### src/rtl/ps2_pkg.sv
// rtl/ps2_pkg.sv - shared constants and types for the PS/2 scan-code receiver
package ps2_pkg;

  localparam logic [7:0] PS2_EXT = 8'hE0;
  localparam logic [7:0] PS2_REL = 8'hF0;

  // Device status/ack bytes that never describe a key
  localparam logic [7:0] PS2_DROP_PAUSE = 8'hE1;
  localparam logic [7:0] PS2_DROP_BAT   = 8'hAA;
  localparam logic [7:0] PS2_DROP_ACK   = 8'hFA;
  localparam logic [7:0] PS2_DROP_RSND  = 8'hFE;
  localparam logic [7:0] PS2_DROP_ECHO  = 8'hEE;
  localparam logic [7:0] PS2_DROP_OVR0  = 8'h00;
  localparam logic [7:0] PS2_DROP_OVR1  = 8'hFF;

  localparam int KEY_TOGGLE = 10;
  localparam int KEY_REL    = 9;
  localparam int KEY_EXT    = 8;

  typedef enum logic [1:0] {
    RX_IDLE,
    RX_DATA,
    RX_PARITY,
    RX_STOP
  } rx_state_t;

  function automatic logic is_dropped(input logic [7:0] b);
    logic hit;
    hit = 1'b0;
    case (b)
      PS2_DROP_PAUSE, PS2_DROP_BAT, PS2_DROP_ACK, PS2_DROP_RSND,
      PS2_DROP_ECHO, PS2_DROP_OVR0, PS2_DROP_OVR1: hit = 1'b1;
      default: hit = 1'b0;
    endcase
    return hit;
  endfunction

endpackage

### src/rtl/ps2_frame_rx.sv
// rtl/ps2_frame_rx.sv - PS/2 line conditioning and 11-bit frame deframer
module ps2_frame_rx
  import ps2_pkg::*;
#(
  parameter int FILTER_LEN     = 8,
  parameter int TIMEOUT_CYCLES = 50000
) (
  input  logic       clk,
  input  logic       reset,
  input  logic       ps2_clk,
  input  logic       ps2_data,
  output logic [7:0] rx_byte,
  output logic       byte_valid,
  output logic       frame_err
);

  localparam int FW = $clog2(FILTER_LEN + 1);
  localparam int TW = $clog2(TIMEOUT_CYCLES + 1);

  logic [1:0]    clk_sync_q;
  logic [1:0]    data_sync_q;
  logic          clk_s;
  logic          data_s;
  logic          filt_clk;
  logic [FW-1:0] filt_cnt;
  logic          fall_stb;

  rx_state_t     state, state_nxt;
  logic [2:0]    bit_cnt, bit_cnt_nxt;
  logic [7:0]    shreg, shreg_nxt;
  logic          par_ok, par_ok_nxt;
  logic [TW-1:0] to_cnt, to_cnt_nxt;
  logic          valid_nxt;
  logic          err_nxt;

  // Synchronisers idle high so reset never looks like a clock edge
  always_ff @(posedge clk) begin
    if (reset) begin
      clk_sync_q  <= 2'b11;
      data_sync_q <= 2'b11;
    end else begin
      clk_sync_q  <= {clk_sync_q[0], ps2_clk};
      data_sync_q <= {data_sync_q[0], ps2_data};
    end
  end

  assign clk_s  = clk_sync_q[1];
  assign data_s = data_sync_q[1];

  always_ff @(posedge clk) begin
    if (reset) begin
      filt_clk <= 1'b1;
      filt_cnt <= '0;
      fall_stb <= 1'b0;
    end else begin
      fall_stb <= 1'b0;
      if (clk_s == filt_clk) begin
        filt_cnt <= '0;
      end else if (filt_cnt == FW'(FILTER_LEN - 1)) begin
        filt_clk <= clk_s;
        filt_cnt <= '0;
        fall_stb <= ~clk_s;
      end else begin
        filt_cnt <= filt_cnt + 1'b1;
      end
    end
  end

  always_ff @(posedge clk) begin
    if (reset) begin
      state      <= RX_IDLE;
      bit_cnt    <= '0;
      shreg      <= '0;
      par_ok     <= 1'b0;
      to_cnt     <= '0;
      byte_valid <= 1'b0;
      frame_err  <= 1'b0;
    end else begin
      state      <= state_nxt;
      bit_cnt    <= bit_cnt_nxt;
      shreg      <= shreg_nxt;
      par_ok     <= par_ok_nxt;
      to_cnt     <= to_cnt_nxt;
      byte_valid <= valid_nxt;
      frame_err  <= err_nxt;
    end
  end

  always_comb begin
    state_nxt   = state;
    bit_cnt_nxt = bit_cnt;
    shreg_nxt   = shreg;
    par_ok_nxt  = par_ok;
    to_cnt_nxt  = to_cnt;
    valid_nxt   = 1'b0;
    err_nxt     = 1'b0;
    if (fall_stb) begin
      to_cnt_nxt = '0;
      case (state)
        RX_IDLE: begin
          if (data_s) begin
            err_nxt = 1'b1;
          end else begin
            state_nxt   = RX_DATA;
            bit_cnt_nxt = '0;
          end
        end
        RX_DATA: begin
          shreg_nxt   = {data_s, shreg[7:1]};
          bit_cnt_nxt = bit_cnt + 3'd1;
          if (bit_cnt == 3'd7) state_nxt = RX_PARITY;
        end
        RX_PARITY: begin
          par_ok_nxt = ^{shreg, data_s};
          state_nxt  = RX_STOP;
        end
        RX_STOP: begin
          state_nxt = RX_IDLE;
          if (data_s && par_ok) valid_nxt = 1'b1;
          else                  err_nxt   = 1'b1;
        end
        default: state_nxt = RX_IDLE;
      endcase
    end else if (state != RX_IDLE) begin
      // A stalled partial frame is abandoned silently
      if (to_cnt == TW'(TIMEOUT_CYCLES - 1)) begin
        state_nxt  = RX_IDLE;
        to_cnt_nxt = '0;
      end else begin
        to_cnt_nxt = to_cnt + 1'b1;
      end
    end
  end

  assign rx_byte = shreg;

endmodule

### src/rtl/ps2_scancode.sv
// rtl/ps2_scancode.sv - PS/2 prefix tracking and toggling key event register
module ps2_scancode
  import ps2_pkg::*;
#(
  parameter int FILTER_LEN     = 8,
  parameter int TIMEOUT_CYCLES = 50000
) (
  input  logic        clk,
  input  logic        reset,
  input  logic        ps2_clk,
  input  logic        ps2_data,
  output logic [10:0] ps2_key,
  output logic        frame_err
);

  logic [7:0] rx_byte;
  logic       byte_valid;
  logic       ext_q;
  logic       rel_q;

  ps2_frame_rx #(
    .FILTER_LEN     (FILTER_LEN),
    .TIMEOUT_CYCLES (TIMEOUT_CYCLES)
  ) u_rx (
    .clk        (clk),
    .reset      (reset),
    .ps2_clk    (ps2_clk),
    .ps2_data   (ps2_data),
    .rx_byte    (rx_byte),
    .byte_valid (byte_valid),
    .frame_err  (frame_err)
  );

  // A framing error drops any pending prefixes so no event is misclassified
  always_ff @(posedge clk) begin
    if (reset) begin
      ps2_key <= '0;
      ext_q   <= 1'b0;
      rel_q   <= 1'b0;
    end else if (frame_err) begin
      ext_q <= 1'b0;
      rel_q <= 1'b0;
    end else if (byte_valid) begin
      if (rx_byte == PS2_EXT) begin
        ext_q <= 1'b1;
      end else if (rx_byte == PS2_REL) begin
        rel_q <= 1'b1;
      end else begin
        ext_q <= 1'b0;
        rel_q <= 1'b0;
        if (!is_dropped(rx_byte)) begin
          ps2_key[KEY_TOGGLE] <= ~ps2_key[KEY_TOGGLE];
          ps2_key[KEY_REL]    <= rel_q;
          ps2_key[KEY_EXT]    <= ext_q;
          ps2_key[7:0]        <= rx_byte;
        end
      end
    end
  end

endmodule

### config.mk
export PLATFORM = sky130hd
export DESIGN_NAME = ps2_scancode
export DESIGN_NICKNAME = d
export VERILOG_FILES = /design/src/rtl/ps2_pkg.sv /design/src/rtl/ps2_frame_rx.sv /design/src/rtl/ps2_scancode.sv
export SDC_FILE = /design/constraint.sdc
export NUM_CORES = 1
export LEC_CHECK = 0
export CAP_MARGIN = 20
export CORE_ASPECT_RATIO = 0.5
export CORE_MARGIN = 4
export CORE_UTILIZATION = 63
export DETAILED_ROUTE_END_ITERATION = 12
export GPL_TIMING_DRIVEN = 0
export MAX_ROUTING_LAYER = met4
export PLACE_DENSITY = 0.86
export SLEW_MARGIN = 30
export SYNTH_ARGS = -nofsm -noshare
export SYNTH_HDL_FRONTEND = slang
export SYNTH_SLANG_ARGS = --single-unit
### constraint.sdc
create_clock -name clk -period 6.91 [get_ports clk]
set_clock_uncertainty 0.1 [all_clocks]
set_input_delay 0.691 -clock clk [delete_from_list [all_inputs] [get_ports clk]]
set_output_delay 0.691 -clock clk [all_outputs]
set_load 0.02 [all_outputs]
# == After elaboration in Yosys (flattened, before gate mapping) ==
# Cells that the tools add are included.
# op_classes
n_addsub,3
n_bitwise,10
n_reduce_logical,23
n_eq_ne,19
mux,22
# op_table
cell,count
8-bit == test (second input constant),8
16-bit by 1-bit adder with 16-bit output (second input constant),1
16-bit == test (second input constant),1
16-bit two-way mux,1
1-bit two-way mux,12
2-bit two-way mux,5
1-bit NOT,10
2-bit AND reduction,5
3-bit OR reduction,3
9-bit XOR reduction,1
8-bit logical NOT,1
2-bit case mux with 4 select lines,1
2-bit nonzero test,4
7-bit OR reduction,1
3-bit inequality test (second input constant),2
3-bit case mux with 2 select lines,1
2-bit OR reduction,3
5-bit AND reduction,1
4-bit by 1-bit adder with 4-bit output (second input constant),1
2-bit == test (second input constant),2
4-bit by 3-bit == test with 1-bit output (second input constant),1
2-bit inequality test (second input constant),2
4-bit AND reduction,1
3-bit by 1-bit adder with 3-bit output (second input constant),1
8 further kinds,8
# totals
wordCells,92
out_inout_bits,12
reg_bits,55

# == Longest topological paths before layout ==
# Gate-level depths: netlist (run 1).
# logic_depth
ltp_word,10
mapped_depth,8
mapped_depth_nobuf,7

# == By module ==
# A second synthesis (run 1) with hierarchy kept.
# unflattened
hier_cells,276
area_unflattened_um2,2573.7
# by_module_without_submodules
mod,cells_per_inst,instances,seq_area_each_um2,area_each_um2
ps2_frame_rx,203,1,840.8,1890.6
ps2_scancode,73,1,260.2,683.2

# == Least setup slack after synthesis (run 1) ==
# Ideal clock, no wire load.
# synth_timing
path_type,register to register
from,reg u_rx.state[0]
to,reg u_rx.state[1]
setup_slack_ps,4719
t_required_ps,6723
path_stages_with_launch,9
arrival_ps,2004
setup_ps,87
n_path_buf,1
period_less_slack_ps,2191
path_cell_list,dfxtp_1 > inv_1 > ha_1 > buf_2 > nor2b_1 > and3_1 > a21oi_1 > or4b_2 > o31ai_1
# synth_between
elab_chain_len,3
word_cells_on_any_way,11
cone_classes,eq/ne (5); mux (2); reduce/logical (4)
# synth_lines
item,line,text
start: declaration,ps2_frame_rx.sv:28,"rx_state_t state, state_nxt;"
start signal: assignment,ps2_frame_rx.sv:79,state <= state_nxt;
"2-bit by 1-bit == test with 1-bit output, or another cell as far along",ps2_frame_rx.sv:99,case (state)
"3-bit inequality test (no line), or another cell as far along",--,
4-bit AND reduction (no line) / 2-bit two-way mux (equally long branches),--,
# Several ways; a longest one is shown, not always the timed one.
# A chain may end at the register's enable or synchronous reset.

# == Worst setup path after layout (run 1) ==
# Ends and elaborated chain as after synthesis.

==> results.yml, run 1 <==
grt:
  antenna_found_initial: 0
  grt_pass1_wl_um: 8440
  grt_max_degree: 16
  grt_pass1_vias: 1910
  grt_usage_pct: 20.7
  grt_overflow: 0
clock_tree:
  cts_buffers: 5
  cts_setup_buffers: 0
  clk_latency_ps: 300
  h-tree-depth: 2
  cts_resized: 0
  cts_tree: "built"
  cts.sinks: 55
  clock-root-buffer: "clkbuf_8"
  max-clock-path-buffers: 2
  cts_hold_buf: 0
  path_clk_slew_ps: 90
drt:
  vias_per_cell: 5.67
  vias: 1986
  drc: 0
  avgRoutedWirePerCell_um: 13.5
  wl_um: 4720
  firstDrtPassIters: 5
  drt_iter0_markers: 112
  antenna_left: 0
sta:
  fmax_mhz: 407
  setup_tns_ps: 0
  hold_viol: 0
  finalCriticalPeriod_ps: 2460
  tightest_slew_ps: 528
  finalMaxSlewViolations: 0
  max-slew-margin-rel_pct: 64.5
  rsz0062_at_grt: "no"
  finalCritPeriodShare_pct: 35.6
  setup_viol: 0
synth:
  ys_top_cells_by_count: "dfxtp_1 (55), nor2_1 (35), nand2_1 (20), nand2b_1 (20), nand3_1 (18)"
  synth_edf_count: 0
  syn-num-nets: 290
  synthDistinctLibCells: 39
  ys_ff_latch: 55
  syn_inst: 277
  synthFlopType: "dfxtp_1"
  syn_area_um2: 2510
  avgSynthCellArea_um2: 9.07
  synthDominantCellAreaShare_pct: 43.8
  synth.most_common_cell: "dfxtp_1"
  synth_largest_area_cell: "dfxtp_1"
  yosysSeqAreaShare_pct: 43.8
  async_flop_share_pct: 0
  ys_warn_count: 0
  netlist_top_cells_area: "dfxtp_1 (44%), nor2_1 (5.2%), nand2b_1 (5.0%), xnor2_1 (4.9%), ha_1 (4.5%)"
finish:
  num_antenna_cells: 0
  drive_above_1_share_pct: 7.02
  area_growth_pct: 12.0
  stdcell_area_um2: 2810
  fin_cells: 350
  final_nets: 312
  regArea_um2: 1100
  multi_input_area_um2: 1330
  fillers: 243
setup_path:
  cp-startpoint: "u_rx.state[0]"
  critPathArrivalTime_ps: 2570
  worst-setup-path-type: "reg -> reg"
  reg2reg_slack_ps: 4450
  setup.worst_path.end_class: "flip-flop"
  r2r-start: "u_rx.state[0]"
  start_kind: "flip-flop"
  cp_data_required_time_ps: 7020
  worstPathMaxFanout: 8
hold_path:
  hp-start: "u_rx.data_sync_q[0]"
  hold_path.class: "reg -> reg"
placed_design:
  hpwl_um: 3380
  placed_area_um2: 2730
  gp_congestion: 0.820
  post-place-cells: 343
  port_buffers: 15
floorplanning:
  start_util_pct: 69.4
  die-height_um: 52.7
  ioPinCount: 16
  rows: 15
  fp.coreArea_um2: 3620
  die_w_um: 97.3
  dieArea_um2: 5120
outcome:
  status: "completed"
pwr:
  finalPower_uw: 506
  p_leak_nw: 1.01
  p_per_area_nw_per_um2: 180
  ir_drop_v: 0.000123
flow_run:
  cap_violations: 0
## cell families (layout without fill, tap and decap cells)
logic type	count (synthesis)	count (layout)	share of synthesized area, %
adders and majority gates	10	10	4.93
muxes	12	12	4.83
xor gates and xnor gates	25	25	9.26
and+or+nand+nor	130	130	26.6
DFF	55	55	43.8
AOI/OAI and AO/OA	25	25	7.12
buffers and inverters	20	42	3.39
## critical path, cell delays in order (launching register included)
cell,delay [ps]
dfxtp_1,370
inv_1,110
ha_1,200
buf_2,170
nor2b_1,290
and3_1,260
a21oi_1,110
or4b_2,680
o31ai_1,80
## through the flow
stage | worst slack (ps) | util, % | hold slack, ps
after global routing | 4350 | 77.7 | 329
after detailed placement | 4280 | 75.3 | 299
after CTS | 4480 | 77.7 | 318
final | 4450 | 77.7 | 310
after global placement | 4340 | 75.3 | 295
after floorplan | 4720 | - | 289
## per-layer routing
layer	global-route usage (%)	up-vias	wire, um
met4	6.90	0	56
met2	34.9	57	2270
met1	24.8	935	2170
met3	5.44	9	226
li1	-	985	-
met5	-	-	0
## registers in the layout (all words and copies together), names as in the netlist, 2 cells and up
name              count
u_rx.rx_byte          8
u_rx.to_cnt          16
u_rx.bit_cnt          3
ps2_key              11
u_rx.data_sync_q      2
u_rx.state            2
u_rx.clk_sync_q       2
u_rx.filt_cnt         4
## area by class of cell
cell class	count	area share, %
Tap cell	51	2.27
Inverter	6	0.800
Buffer	14	2.22
Clock inverter	1	0.178
Multi-Input combinational cell	202	47.1
Timing Repair Buffer	15	5.34
Sequential cell	55	39.1
Clock buffer	6	2.93
## path summary, 6_finish.rpt
kind,cells past startpoint,to
setup / recovery,8,u_rx.state[1]
hold / removal,1,u_rx.data_sync_q[1]
setup reg to reg,8,u_rx.state[1]
hold reg to reg,1,u_rx.data_sync_q[1]
## cells in the final DEF, fill, tap and decap left out, drive strengths merged, types with 2 or more instances in the layout
cell type / n
and3: 5
or2: 5
xnor2: 14
or4: 3
mux2i: 11
nand2: 20
nor4b: 2
and4: 2
dfxtp: 55
nor2b: 3
nor2: 35
a21oi: 14
inv: 6
clkbuf: 17
nand2b: 20
ha: 9
a32oi: 2
a211o: 2
nand4: 5
clkdlybuf4s50: 15
buf: 3
o31ai: 2
nor3: 5
xor2: 10
nand3: 18
nor4: 3
## power by group
| group | internal, mW | switching [mW] | leakage [nW] |
|---|---|---|---|
| Sequential | 0.318 | 0.000910 | 0.444 |
| Clock | 0.0788 | 0.0962 | 0.0470 |
| Combinational | 0.00563 | 0.00685 | 0.521 |
| Total | 0.402 | 0.104 | 1.01 |
Power figures use the tool's default switching activity.
==> run 2, diff against run 1 <==
--- a/config.mk
+++ b/config.mk
@@ -8,11 +8,11 @@
 export CAP_MARGIN = 20
 export CORE_ASPECT_RATIO = 0.5
 export CORE_MARGIN = 4
-export CORE_UTILIZATION = 63
+export CORE_UTILIZATION = 58
 export DETAILED_ROUTE_END_ITERATION = 12
 export GPL_TIMING_DRIVEN = 0
 export MAX_ROUTING_LAYER = met4
-export PLACE_DENSITY = 0.86
+export PLACE_DENSITY = 0.8
 export SLEW_MARGIN = 30
 export SYNTH_ARGS = -nofsm -noshare
 export SYNTH_HDL_FRONTEND = slang
==> constraint.sdc (replaced) <==
create_clock -name clk -period 2.3 [get_ports clk]
set_clock_uncertainty 0.1 [all_clocks]
set_input_delay 0.23 -clock clk [delete_from_list [all_inputs] [get_ports clk]]
set_output_delay 0.23 -clock clk [all_outputs]
set_load 0.02 [all_outputs]
==> results.yml, run 2 (synthesis gave the netlist of run 1 again) <==
outcome:
  status: "completed"
drt:
  drc: 0
  wl_met1_um: 2060
  vias: 1944
  avgRoutedWirePerCell_um: 12.8
  route.met2.wl_um: 2270
  wl_um: 4560
  met3_wirelength_um: 160
  top_layer: "met4"
  vias_per_cell: 5.48
  drt_iter0_markers: 55
  firstDrtPassIters: 4
  antenna_left: 0
sta:
  setup_tns_ps: 0
  finalCriticalPeriod_ps: 2230
  fmax_mhz: 448
  setup_slack_ps: 69.7
  tightest_slew_ps: 474
  hold_viol: 0
  rsz0062_at_grt: "no"
  max-slew-margin-rel_pct: 68.4
  finalMaxSlewViolations: 0
  finalCritPeriodShare_pct: 97.0
  setup_viol: 0
clock_tree:
  cts_tree: "built"
  path_clk_slew_ps: 90
  max-clock-path-buffers: 2
  clk_latency_ps: 310
  cts.sinks: 55
  cts_buffers: 5
  clock-root-buffer: "clkbuf_8"
  h-tree-depth: 2
finish:
  fin_cells: 355
  area_growth_pct: 13.7
  largest_reg_flops: 16
  regMostFlops: "u_rx.to_cnt"
  num_antenna_cells: 0
  final_nets: 313
  final_common_cell: "dfxtp_1"
  drive_above_1_share_pct: 8.97
  mostFrequentLayoutCells: "dfxtp_1 (53), nor2_1 (35), nand2_1 (20), nand2b_1 (20), nand3_1 (18)"
  fin_util_pct: 70.6
setup_path:
  cp-startpoint: "u_rx.state[0]"
  r2r-start: "u_rx.state[0]"
  start_kind: "flip-flop"
  worstPathMaxFanout: 8
  cp_data_required_time_ps: 2420
  critPathArrivalTime_ps: 2350
  worst-setup-path-type: "reg -> reg"
  setup.worst_path.end_class: "flip-flop"
pwr:
  ir_drop_v: 0.000350
  p_leak_nw: 1.02
  p_per_area_nw_per_um2: 552
flow_run:
  cap_violations: 0
floorplanning:
  start_util_pct: 62.1
  dieArea_um2: 5510
  ioPinCount: 16
  fp.coreArea_um2: 4040
  rows: 16
  die-height_um: 54.5
  die_w_um: 101
placed_design:
  hpwl_um: 3300
  gp_congestion: 0.827
  place_ws_ps: -117
  post-place-cells: 346
  port_buffers: 15
grt:
  antenna_found_initial: 0
  grt_pass1_vias: 1860
  grt_overflow: 0
  grt_pass1_wl_um: 7950
  grt_usage_pct: 19.0
  grt_max_degree: 17
hold_path:
  hold_path.class: "reg -> reg"
  hp-start: "u_rx.data_sync_q[0]"
[run 2: changes by cell type in the layout (fill, tap and decap cells not counted), sizes merged]
cell / previous run / this run
buf: 3 / 4
clkbuf: 17 / 18
clkinv: 1 / 0
clkinvlp: 0 / 1
[run 2: layer usage]
layer	up-vias	global-route usage, %
met5	-	-
met4	0	7.06
met3	9	5.22
met2	31	34.3
met1	915	20.6
li1	989	-
[run 2: worst max-delay path: stages, from the launching register on]
cell	delay [ps]
dfxtp_2	350
inv_1	90
ha_1	210
buf_2	180
nor2b_4	160
and3_4	200
a21oi_1	90
or4b_2	680
o31ai_1	80
[run 2: power by group]
group          internal [mW]  switching, mW  total [mW]
sequential             0.955        0.00270       0.958
combinational         0.0169         0.0205      0.0374
clock                  0.274          0.307       0.581
[run 2: worst paths after layout]
check,slack (ps),cells after the start,to
max,70,8,u_rx.state[1]
min,320,1,u_rx.data_sync_q[1]
max reg2reg,70,8,u_rx.state[1]
min reg2reg,320,1,u_rx.data_sync_q[1]
[run 2: layout make-up]
| type | count | area, um2 |
|---|---|---|
| multi-input cells | 202 | 1340 |
| fillers | 319 | 1190 |
| flip-flops and latches | 55 | 1100 |
| repair buffers | 16 | 158 |
| clock buffers | 7 | 96.3 |
| well taps | 54 | 67.6 |
| plain buffers | 14 | 62.6 |
| inverters | 6 | 22.5 |
| clock inverters | 1 | 7.51 |
[run 2: timing repair]
item / 4_1_cts / 5_1_grt
setup endpoints to repair: 12 / 11
hold buffers: 0 / 0
hold endpoints to repair: 0 / 0
buffers inserted: 0 / 1
gates resized for setup: 3 / 3
[run 2: stage by stage]
step	power, mW	hold slack, ps	instance area (um2)
2_1_floorplan	1.00	234	2510
3_3_place_gp	1.02	297	2730
3_5_place_dp	1.02	298	2730
4_1_cts	1.59	321	2840
5_1_grt	1.64	334	2860
6_report	1.58	317	2860
==> run 3, diff against run 2 <==
--- a/config.mk
+++ b/config.mk
@@ -8,11 +8,11 @@
 export CAP_MARGIN = 20
 export CORE_ASPECT_RATIO = 0.5
 export CORE_MARGIN = 4
-export CORE_UTILIZATION = 58
+export CORE_UTILIZATION = 50
 export DETAILED_ROUTE_END_ITERATION = 12
 export GPL_TIMING_DRIVEN = 0
 export MAX_ROUTING_LAYER = met4
-export PLACE_DENSITY = 0.8
+export PLACE_DENSITY = 0.69
 export SLEW_MARGIN = 30
 export SYNTH_ARGS = -nofsm -noshare
 export SYNTH_HDL_FRONTEND = slang
==> results.yml, run 3 (synthesis gave the netlist of run 1 again) <==
outcome:
  status: "completed"
pwr:
  ir_drop_v: 0.000393
  internal-power_mw: 1.19
  combPwrFrac_pct: 2.5
  p_seq_share_pct: 64.1
  p_per_area_nw_per_um2: 521
  pwr-share-clk_pct: 33.4
  power_switching_uw: 308
  p_leak_nw: 1.02
  finalPower_mw: 1.49
  swShare_pct: 20.6
sta:
  finalMaxSlewViolations: 0
  max-slew-margin-rel_pct: 70.0
  setup_viol: 0
  tightest_slew_ps: 450
  hold_viol: 0
  fmax_mhz: 454
  finalCritPeriodShare_pct: 95.8
  setup_slack_ps: 97.1
  setup_tns_ps: 0
  finalCriticalPeriod_ps: 2200
clock_tree:
  cts.sinks: 55
  max-clock-path-buffers: 2
  h-tree-depth: 2
  clock-root-buffer: "clkbuf_8"
  clk_latency_ps: 300
  path_clk_slew_ps: 90
  cts_hold_buf: 0
  cts_buffers: 5
  cts_tree: "built"
finish:
  fillers: 404
  num_antenna_cells: 0
  regMostFlops: "u_rx.to_cnt"
  final_common_cell: "dfxtp_1"
  final_nets: 315
  area_growth_pct: 14.2
  mostFrequentLayoutCells: "dfxtp_1 (53), nor2_1 (35), nand2_1 (20), nand2b_1 (20), nand3_1 (18)"
  largest_reg_flops: 16
  drive_above_1_share_pct: 9.24
  regArea_um2: 1100
  multi_input_area_um2: 1340
grt:
  grt_usage_pct: 15.9
  grt_pass1_wl_um: 8000
  grt_overflow: 0
  antenna_found_initial: 0
  grt_max_degree: 16
  grt_pass1_vias: 1813
placed_design:
  port_buffers: 15
  gp_congestion: 0.792
  hpwl_um: 3340
  place_ws_ps: -139
floorplanning:
  ioPinCount: 16
  start_util_pct: 54.4
  dieArea_um2: 6290
  fp.coreArea_um2: 4620
  die-height_um: 58.1
  die_w_um: 108
  rows: 17
drt:
  wl_um: 4570
  firstDrtPassIters: 4
  drc: 0
  vias: 1908
  antenna_left: 0
  avgRoutedWirePerCell_um: 12.4
  vias_per_cell: 5.17
  drt_iter0_markers: 53
hold_path:
  hold_path.class: "reg -> reg"
  hold_depth: 1
setup_path:
  worstPathMaxFanout: 8
  ff2ff_path_depth: 8
  worst-setup-path-type: "reg -> reg"
  setup.worst_path.end_class: "flip-flop"
  start_kind: "flip-flop"
  cp_data_required_time_ps: 2400
  critPathArrivalTime_ps: 2310
flow_run:
  cap_violations: 0
==> run 3: cell types whose count changed in the layout (fill, tap and decap cells not counted) <==
| cell | delta |
|---|---|
| clkinv_2 | +1 |
| a21boi_1 | -1 |
| clkbuf_1 | +2 |
| clkbuf_8 | -2 |
| buf_4 | +3 |
| clkinvlp_4 | -1 |
| buf_2 | -1 |
| a21boi_2 | +1 |
==> run 3: final timing paths <==
kind,slack [ps],from,end
worst min register to register,310,u_rx.data_sync_q[0],u_rx.data_sync_q[1]
worst min-delay path,310,u_rx.data_sync_q[0],u_rx.data_sync_q[1]
worst max register to register,100,u_rx.state[0],u_rx.state[1]
worst max-delay path,100,u_rx.state[0],u_rx.state[1]
==> run 3: area by class of cell <==
cell class / instances / share of cell area [%]
repair buffers: 18 / 6.02
plain buffers: 14 / 2.27
inverters: 6 / 0.785
multi-input cells: 202 / 46.8
clock inverters: 1 / 0.174
flip-flops and latches: 55 / 38.4
clock buffers: 7 / 2.66
well taps: 66 / 2.88
==> run 3: metal layers <==
| metal | wire (um) | global-route usage (%) | share of wire [%] | vias up |
|---|---|---|---|---|
| met1 | 2300 | 19.4 | 50 | 885 |
| met4 | 10 | 1.62 | 0.22 | 0 |
| li1 | - | - | - | 991 |
| met3 | 189 | 4.34 | 4.1 | 2 |
| met2 | 2070 | 27.4 | 45 | 30 |
| met5 | 0 | - | 0 | - |
==> run 3: what timing repair did <==
| action | CTS | global route |
|---|---|---|
| setup buffers | 0 | 3 |
| endpoints found under the setup margin | 12 | 12 |
| resized for setup | 3 | 6 |
| hold endpoints to repair | 0 | 0 |
| pin swaps | 0 | 0 |
==> run 3: metrics by stage <==
| step | area (um2) | hold slack [ps] | util, % | std cells |
|---|---|---|---|---|
| after global routing | 2870 | 339 | 62.2 | 369 |
| final | 2870 | 315 | 62.2 | 369 |
| after global placement | 2750 | 296 | 59.5 | 358 |
| after CTS | 2830 | 317 | 61.4 | 366 |
| after floorplan | 2510 | 234 | - | 277 |
| after detailed placement | 2750 | 294 | 59.5 | 358 |
==> run 3: worst max-delay path: stages, from the launching register on <==
cell	delay, ps
dfxtp_2	350
inv_1	90
ha_1	210
buf_4	170
nor2b_4	150
and3_4	200
a21oi_1	90
or4b_2	670
o31ai_1	90
==> run 3: power by group through the flow <==
stage	clock [mW]	combinational [mW]	sequential [mW]
2_1_floorplan	0	0.0250	0.979
3_3_place_gp	0	0.0366	0.980
3_5_place_dp	0	0.0375	0.980
4_1_cts	0.514	0.0375	0.958
5_1_grt	0.563	0.0408	0.959
6_report	0.499	0.0370	0.958
